<file path="src/rtl/riscv_pkg.sv">
// riscv_pkg: RV32I opcodes, instruction format codes and field positions shared by the decode stage
package riscv_pkg;
  localparam logic [6:0] OP_R      = 7'b0110011;
  localparam logic [6:0] OP_IMM    = 7'b0010011;
  localparam logic [6:0] OP_LOAD   = 7'b0000011;
  localparam logic [6:0] OP_JALR   = 7'b1100111;
  localparam logic [6:0] OP_SYS    = 7'b1110011;
  localparam logic [6:0] OP_STORE  = 7'b0100011;
  localparam logic [6:0] OP_BRANCH = 7'b1100011;
  localparam logic [6:0] OP_LUI    = 7'b0110111;
  localparam logic [6:0] OP_AUIPC  = 7'b0010111;
  localparam logic [6:0] OP_JAL    = 7'b1101111;
  localparam int RD_LSB  = 7;
  localparam int F3_LSB  = 12;
  localparam int RS1_LSB = 15;
  localparam int RS2_LSB = 20;
  localparam int F7_LSB  = 25;
  typedef enum logic [2:0] {FMT_R, FMT_I, FMT_S, FMT_B, FMT_U, FMT_J, FMT_ILL} fmt_e;
  function automatic fmt_e decode_fmt(input logic [6:0] op);
    return op == OP_R ? FMT_R :
           (op == OP_IMM || op == OP_LOAD || op == OP_JALR || op == OP_SYS) ? FMT_I :
           op == OP_STORE ? FMT_S :
           op == OP_BRANCH ? FMT_B :
           (op == OP_LUI || op == OP_AUIPC) ? FMT_U :
           op == OP_JAL ? FMT_J : FMT_ILL;
  endfunction
endpackage

</file>
<file path="src/rtl/imm_gen.sv">
// imm_gen: sign-extended immediate for each RV32I instruction format
module imm_gen
  import riscv_pkg::*;
#(
  parameter int XLEN = 32
) (
  input  logic [31:0]     instr,
  input  fmt_e            fmt,
  output logic [XLEN-1:0] imm
);
  logic [31:0] i32;
  assign i32 = fmt == FMT_I ? {{20{instr[31]}}, instr[31:20]} :
               fmt == FMT_S ? {{20{instr[31]}}, instr[31:25], instr[11:7]} :
               fmt == FMT_B ? {{19{instr[31]}}, instr[31], instr[7], instr[30:25], instr[11:8], 1'b0} :
               fmt == FMT_U ? {instr[31:12], 12'b0} :
               fmt == FMT_J ? {{11{instr[31]}}, instr[31], instr[19:12], instr[20], instr[30:21], 1'b0} :
               32'b0;
  assign imm = XLEN'($signed(i32));
endmodule

</file>
<file path="src/rtl/if_id_stage.sv">
// if_id_stage: circular fetch buffer feeding a combinational RV32I field decoder
module if_id_stage
  import riscv_pkg::*;
#(
  parameter int XLEN  = 32,
  parameter int PC_W  = 32,
  parameter int DEPTH = 2
) (
  input  logic            clk,
  input  logic            rst_n,
  input  logic            in_valid,
  output logic            in_ready,
  input  logic [PC_W-1:0] in_pc,
  input  logic [31:0]     in_instr,
  input  logic            flush,
  output logic            out_valid,
  input  logic            out_ready,
  output logic [PC_W-1:0] out_pc,
  output logic [6:0]      opcode,
  output logic [4:0]      rd,
  output logic [4:0]      rs1,
  output logic [4:0]      rs2,
  output logic [2:0]      funct3,
  output logic [6:0]      funct7,
  output logic [XLEN-1:0] imm,
  output fmt_e            fmt,
  output logic            illegal
);
  localparam int PW = DEPTH > 1 ? $clog2(DEPTH) : 1;
  localparam int CW = $clog2(DEPTH + 1);
  logic [PC_W-1:0] mem_pc    [DEPTH];
  logic [31:0]     mem_instr [DEPTH];
  logic [PW-1:0]   wr_ptr, rd_ptr;
  logic [CW-1:0]   cnt;
  logic            push, pop;
  logic [31:0]     hd;
  fmt_e            f;
  function automatic logic [PW-1:0] inc(input logic [PW-1:0] p);
    return p == PW'(DEPTH - 1) ? '0 : p + PW'(1);
  endfunction
  assign in_ready  = cnt < CW'(DEPTH);
  assign out_valid = cnt != '0;
  assign push      = in_valid && in_ready;
  assign pop       = out_valid && out_ready;
  always_ff @(posedge clk or negedge rst_n) begin
    if (!rst_n) begin
      wr_ptr <= '0;
      rd_ptr <= '0;
      cnt    <= '0;
    end else if (flush) begin
      wr_ptr <= '0;
      rd_ptr <= '0;
      cnt    <= '0;
    end else begin
      if (push) wr_ptr <= inc(wr_ptr);
      if (pop) rd_ptr <= inc(rd_ptr);
      cnt <= cnt + CW'(push) - CW'(pop);
    end
  end
  // storage is deliberately unreset; the control state alone decides what is visible
  always_ff @(posedge clk) begin
    if (push) begin
      mem_pc[wr_ptr]    <= in_pc;
      mem_instr[wr_ptr] <= in_instr;
    end
  end
  always_comb begin
    hd      = out_valid ? mem_instr[rd_ptr] : '0;
    f       = decode_fmt(hd[6:0]);
    out_pc  = out_valid ? mem_pc[rd_ptr] : '0;
    opcode  = hd[6:0];
    rd      = (f == FMT_S || f == FMT_B) ? '0 : hd[RD_LSB +: 5];
    rs1     = (f == FMT_U || f == FMT_J) ? '0 : hd[RS1_LSB +: 5];
    funct3  = (f == FMT_U || f == FMT_J) ? '0 : hd[F3_LSB +: 3];
    rs2     = (f == FMT_I || f == FMT_U || f == FMT_J) ? '0 : hd[RS2_LSB +: 5];
    funct7  = (f == FMT_I || f == FMT_U || f == FMT_J) ? '0 : hd[F7_LSB +: 7];
    fmt     = out_valid ? f : FMT_R;
    illegal = out_valid && f == FMT_ILL;
  end
  imm_gen #(.XLEN(XLEN)) u_imm (.instr(hd), .fmt(f), .imm(imm));
endmodule

</file>
<file path="config.mk">
export PLATFORM = sky130hd
export DESIGN_NAME = if_id_stage
export DESIGN_NICKNAME = d
export VERILOG_FILES = /design/src/rtl/riscv_pkg.sv /design/src/rtl/imm_gen.sv /design/src/rtl/if_id_stage.sv
export SDC_FILE = /design/constraint.sdc
export NUM_CORES = 1
export LEC_CHECK = 0
export ABC_AREA = 1
export CORE_MARGIN = 2
export CORE_UTILIZATION = 30
export DETAILED_ROUTE_END_ITERATION = 10
export GPL_ROUTABILITY_DRIVEN = 1
export HOLD_SLACK_MARGIN = 0.02
export SYNTH_ARGS = -nofsm -noshare
export SYNTH_HDL_FRONTEND = slang
export SYNTH_SLANG_ARGS = --single-unit
</file>
<file path="constraint.sdc">
create_clock -name clk -period 4.65 [get_ports clk]
set_input_delay 0.465 -clock clk [delete_from_list [all_inputs] [get_ports clk]]
set_output_delay 0.465 -clock clk [all_outputs]
set_load 0.02 [all_outputs]
</file>
==> reports/metrics.yaml <==
die:
  start_util_pct: 30.4
  num_io_pins: 171
  die_w_um: 144
  die_h_um: 144
  die-area_sq_mm: 0.0208
  coreArea_sq_mm: 0.0194
  rows: 51
placement:
  io_buffer_count: 170
  hpwl_um: 10700
  dp_slack_ns: 0.779
  gp_congestion: 0.849
setup_path:
  timing.rr.end: "mem_pc[1][15]"
  crit_start: "rd_ptr"
  cp_slowest_cell: "dfrtp_2"
  arrival_ns: 3.74
  crit_type: "reg2out"
  crit_required_ns: 4.18
  cp_max_fo: 36
  crit_top_cell: "nand2_1"
  rrSetupSlack_ns: 2.47
  path_cells: "inv_2, nand2_1, a21oi_4, nand2_1, nand2_1, nor2_1, nor2_4, nand3_2, nor2_1, clkdlybuf4s50_1"
  timing.rr.start: "cnt[1]"
  worst_setup_path_start_kind: "flip-flop"
  ff2ff_path_depth: 4
  end_kind: "output pin"
  cpPeakStageDelay_ns: 0.66
grt:
  grt_start_max_net_pins: 37
  grt_first_pass_wirelength_um: 22900
  overflow: 0
  first_global_vias: 4172
  grt_usage_pct: 14.8
  antenna_found_initial: 1
route:
  remaining_drc_errors: 0
  antenna_left: 0
  dr_total_vias: 4404
  dr.pass1.iters: 4
  drtIter0Drc: 229
  wirelength_um: 15200
  via_per_inst: 4.48
  post_drt_wl_per_cell_um: 15.5
sta:
  fmax_mhz: 238
  tns_ns: 0
  tightest_slew_ns: 1.02
  final_hold_viol_count: 0
  slew_violations: 0
  setup_viol: 0
  finalCritPeriodShare_pct: 90.4
  fin_skew_ns: 0.00505
  min_period_ns: 4.20
  fin_ws_ns: 0.446
  relSlewSlack_pct: 31.6
  rsz0062_at_grt: "false"
  whs_ns: 0.250
clock_tree:
  cts_resized: 0
  clockBufferDepth: 2
  hold_buffers: 0
  cts_setup_buffers: 0
  root_buffer: "clkbuf_16"
  cts_tree: "done"
  clk-insertion-delay-late_ns: 0.41
  cts.clk_slew.worst_paths_ns: 0.06
  cts.sinks: 132
  cts_max_level: 4
  cts_buffers: 17
logic_synthesis:
  syn_area_sq_mm: 0.00590
  synth_cell_types: 36
  syn_area_per_cell_sq_um: 11.0
  yosysSeqAreaShare_pct: 66.9
  ys_seq_elements: 132
  synthCells: 536
  synth_nets: 607
  ys.warnings.count: 0
job:
  maxCapViolations: 0
finish:
  fin_util_pct: 43.7
  drive_gt1_share_pct: 11.0
  area_delta_synth_final_pct: 43.8
  nNetsFinal: 775
  nFillCells: 1874
pwr:
  p_per_area_mw_per_mm2: 562
  pwr-share-clk_pct: 28.9
  netSwitchingFraction_pct: 35.0
  internal-power_mw: 3.10
  combPwrFrac_pct: 38.1
  leakage_nw: 3.14
  p_seq_share_pct: 33.0
  p_switching_mw: 1.66
  ir_drop_uv: 276
status:
  status: "finished clean"
min_path:
  holdCritPathClass: "in2async"
-- power groups by stage --
| stage | Combinational (mW) | Sequential [mW] | Clock (mW) |
|---|---|---|---|
| after floorplan | 1.08 | 1.58 | 0 |
| after detailed placement | 1.84 | 1.60 | 0 |
| after CTS | 1.85 | 1.58 | 1.41 |
| after global routing | 1.98 | 1.59 | 1.46 |
| after global placement | 1.83 | 1.60 | 0 |
| final | 1.81 | 1.57 | 1.38 |
-- cells by family (layout without fill, tap and decap cells) --
group | count (synthesis) | after routing | share of synthesized area [%]
other cells | 0 | 1 | 0
flops | 132 | 132 | 66.9
fa+ha+maj | 2 | 2 | 0.424
simple gates | 287 | 287 | 22.5
xor+xnor | 2 | 2 | 0.297
compound gates | 63 | 63 | 5.77
buf+inv | 50 | 230 | 4.07
-- through the flow --
step / std cells / cell area (sq um) / power, mW
after floorplan: 536 / 5900 / 2.66
after global placement: 950 / 7860 / 3.43
after detailed placement: 950 / 7860 / 3.44
after CTS: 981 / 8480 / 4.84
after global routing: 981 / 8480 / 5.03
final: 982 / 8480 / 4.76
-- cell usage in the layout, fill, tap and decap left out, types with 6 or more instances in the layout --
master             n
clkbuf_16         17
inv_1             20
nor2_4             8
clkdlybuf4s50_1  170
o21ai_0           17
nor2_1            84
edfxtp_1         128
a21oi_1           38
nand2_2           10
nand3_1           23
nor3_1            13
nor2_2            11
clkinvlp_4         6
nand2_1          119
-- state kept, by name, indices dropped and copies added, names as in the netlist --
| name | flops |
|---|---|
| mem_pc | 64 |
| cnt | 2 |
| wr_ptr | 1 |
| rd_ptr | 1 |
| mem_instr | 64 |
-- synthesized netlist by cell type, drive strengths merged --
library cell	n	share of area [%]
o21ai	22	2.1
dfrtp	4	1.7
nor3	15	1.4
ha	2	0.42
nor2	104	8.1
nor4	4	0.42
edfxtp	128	65
o22ai	2	0.21
xnor2	1	0.15
buf	20	2.1
nand3	25	2.4
nand4	3	0.57
a21oi	39	3.5
or2	5	0.53
inv	23	1.5
xor2	1	0.15
nand2	131	9.0
clkbuf	7	0.45
-- metal layers --
| layer | GRT usage, % | up-vias | wire, um |
|---|---|---|---|
| met5 | 0 | - | 0 |
| met4 | 4.60 | 0 | 170 |
| met3 | 5.33 | 13 | 1180 |
| met2 | 23.6 | 151 | 7100 |
| met1 | 19.0 | 2061 | 6730 |
| li1 | - | 2179 | - |
-- cell type report --
class	count	area [sq um]	area share, %
inverter	23	88.8	1.05
clock inverter	14	188	2.21
clock buffer	17	425	5.02
sequential	132	3950	46.5
multi-input combinational	354	1730	20.4
timing repair buffer	176	1770	20.9
tap	265	332	3.91
antenna	1	2.50	0.0295
-- critical path, delay by kind of cell (launching register included) --
kind | cells | cell delay [ns]
AO/OA/AOI/OAI | 1 | 0.30
buffers and inverters | 2 | 1.20
flip-flops | 1 | 0.66
AND/OR/NAND/NOR | 7 | 1.15
-- worst max-delay path by stage --
stage	end	slack [ns]
finish	funct7[6]	0.45
global route	rs2[4]	0.15
CTS	funct7[6]	0.32
detailed placement	funct7[6]	0.78
global placement	rs1[4]	0.83
floorplan	mem_instr[1][0]	0.72
(Power assumes the default switching activity.)
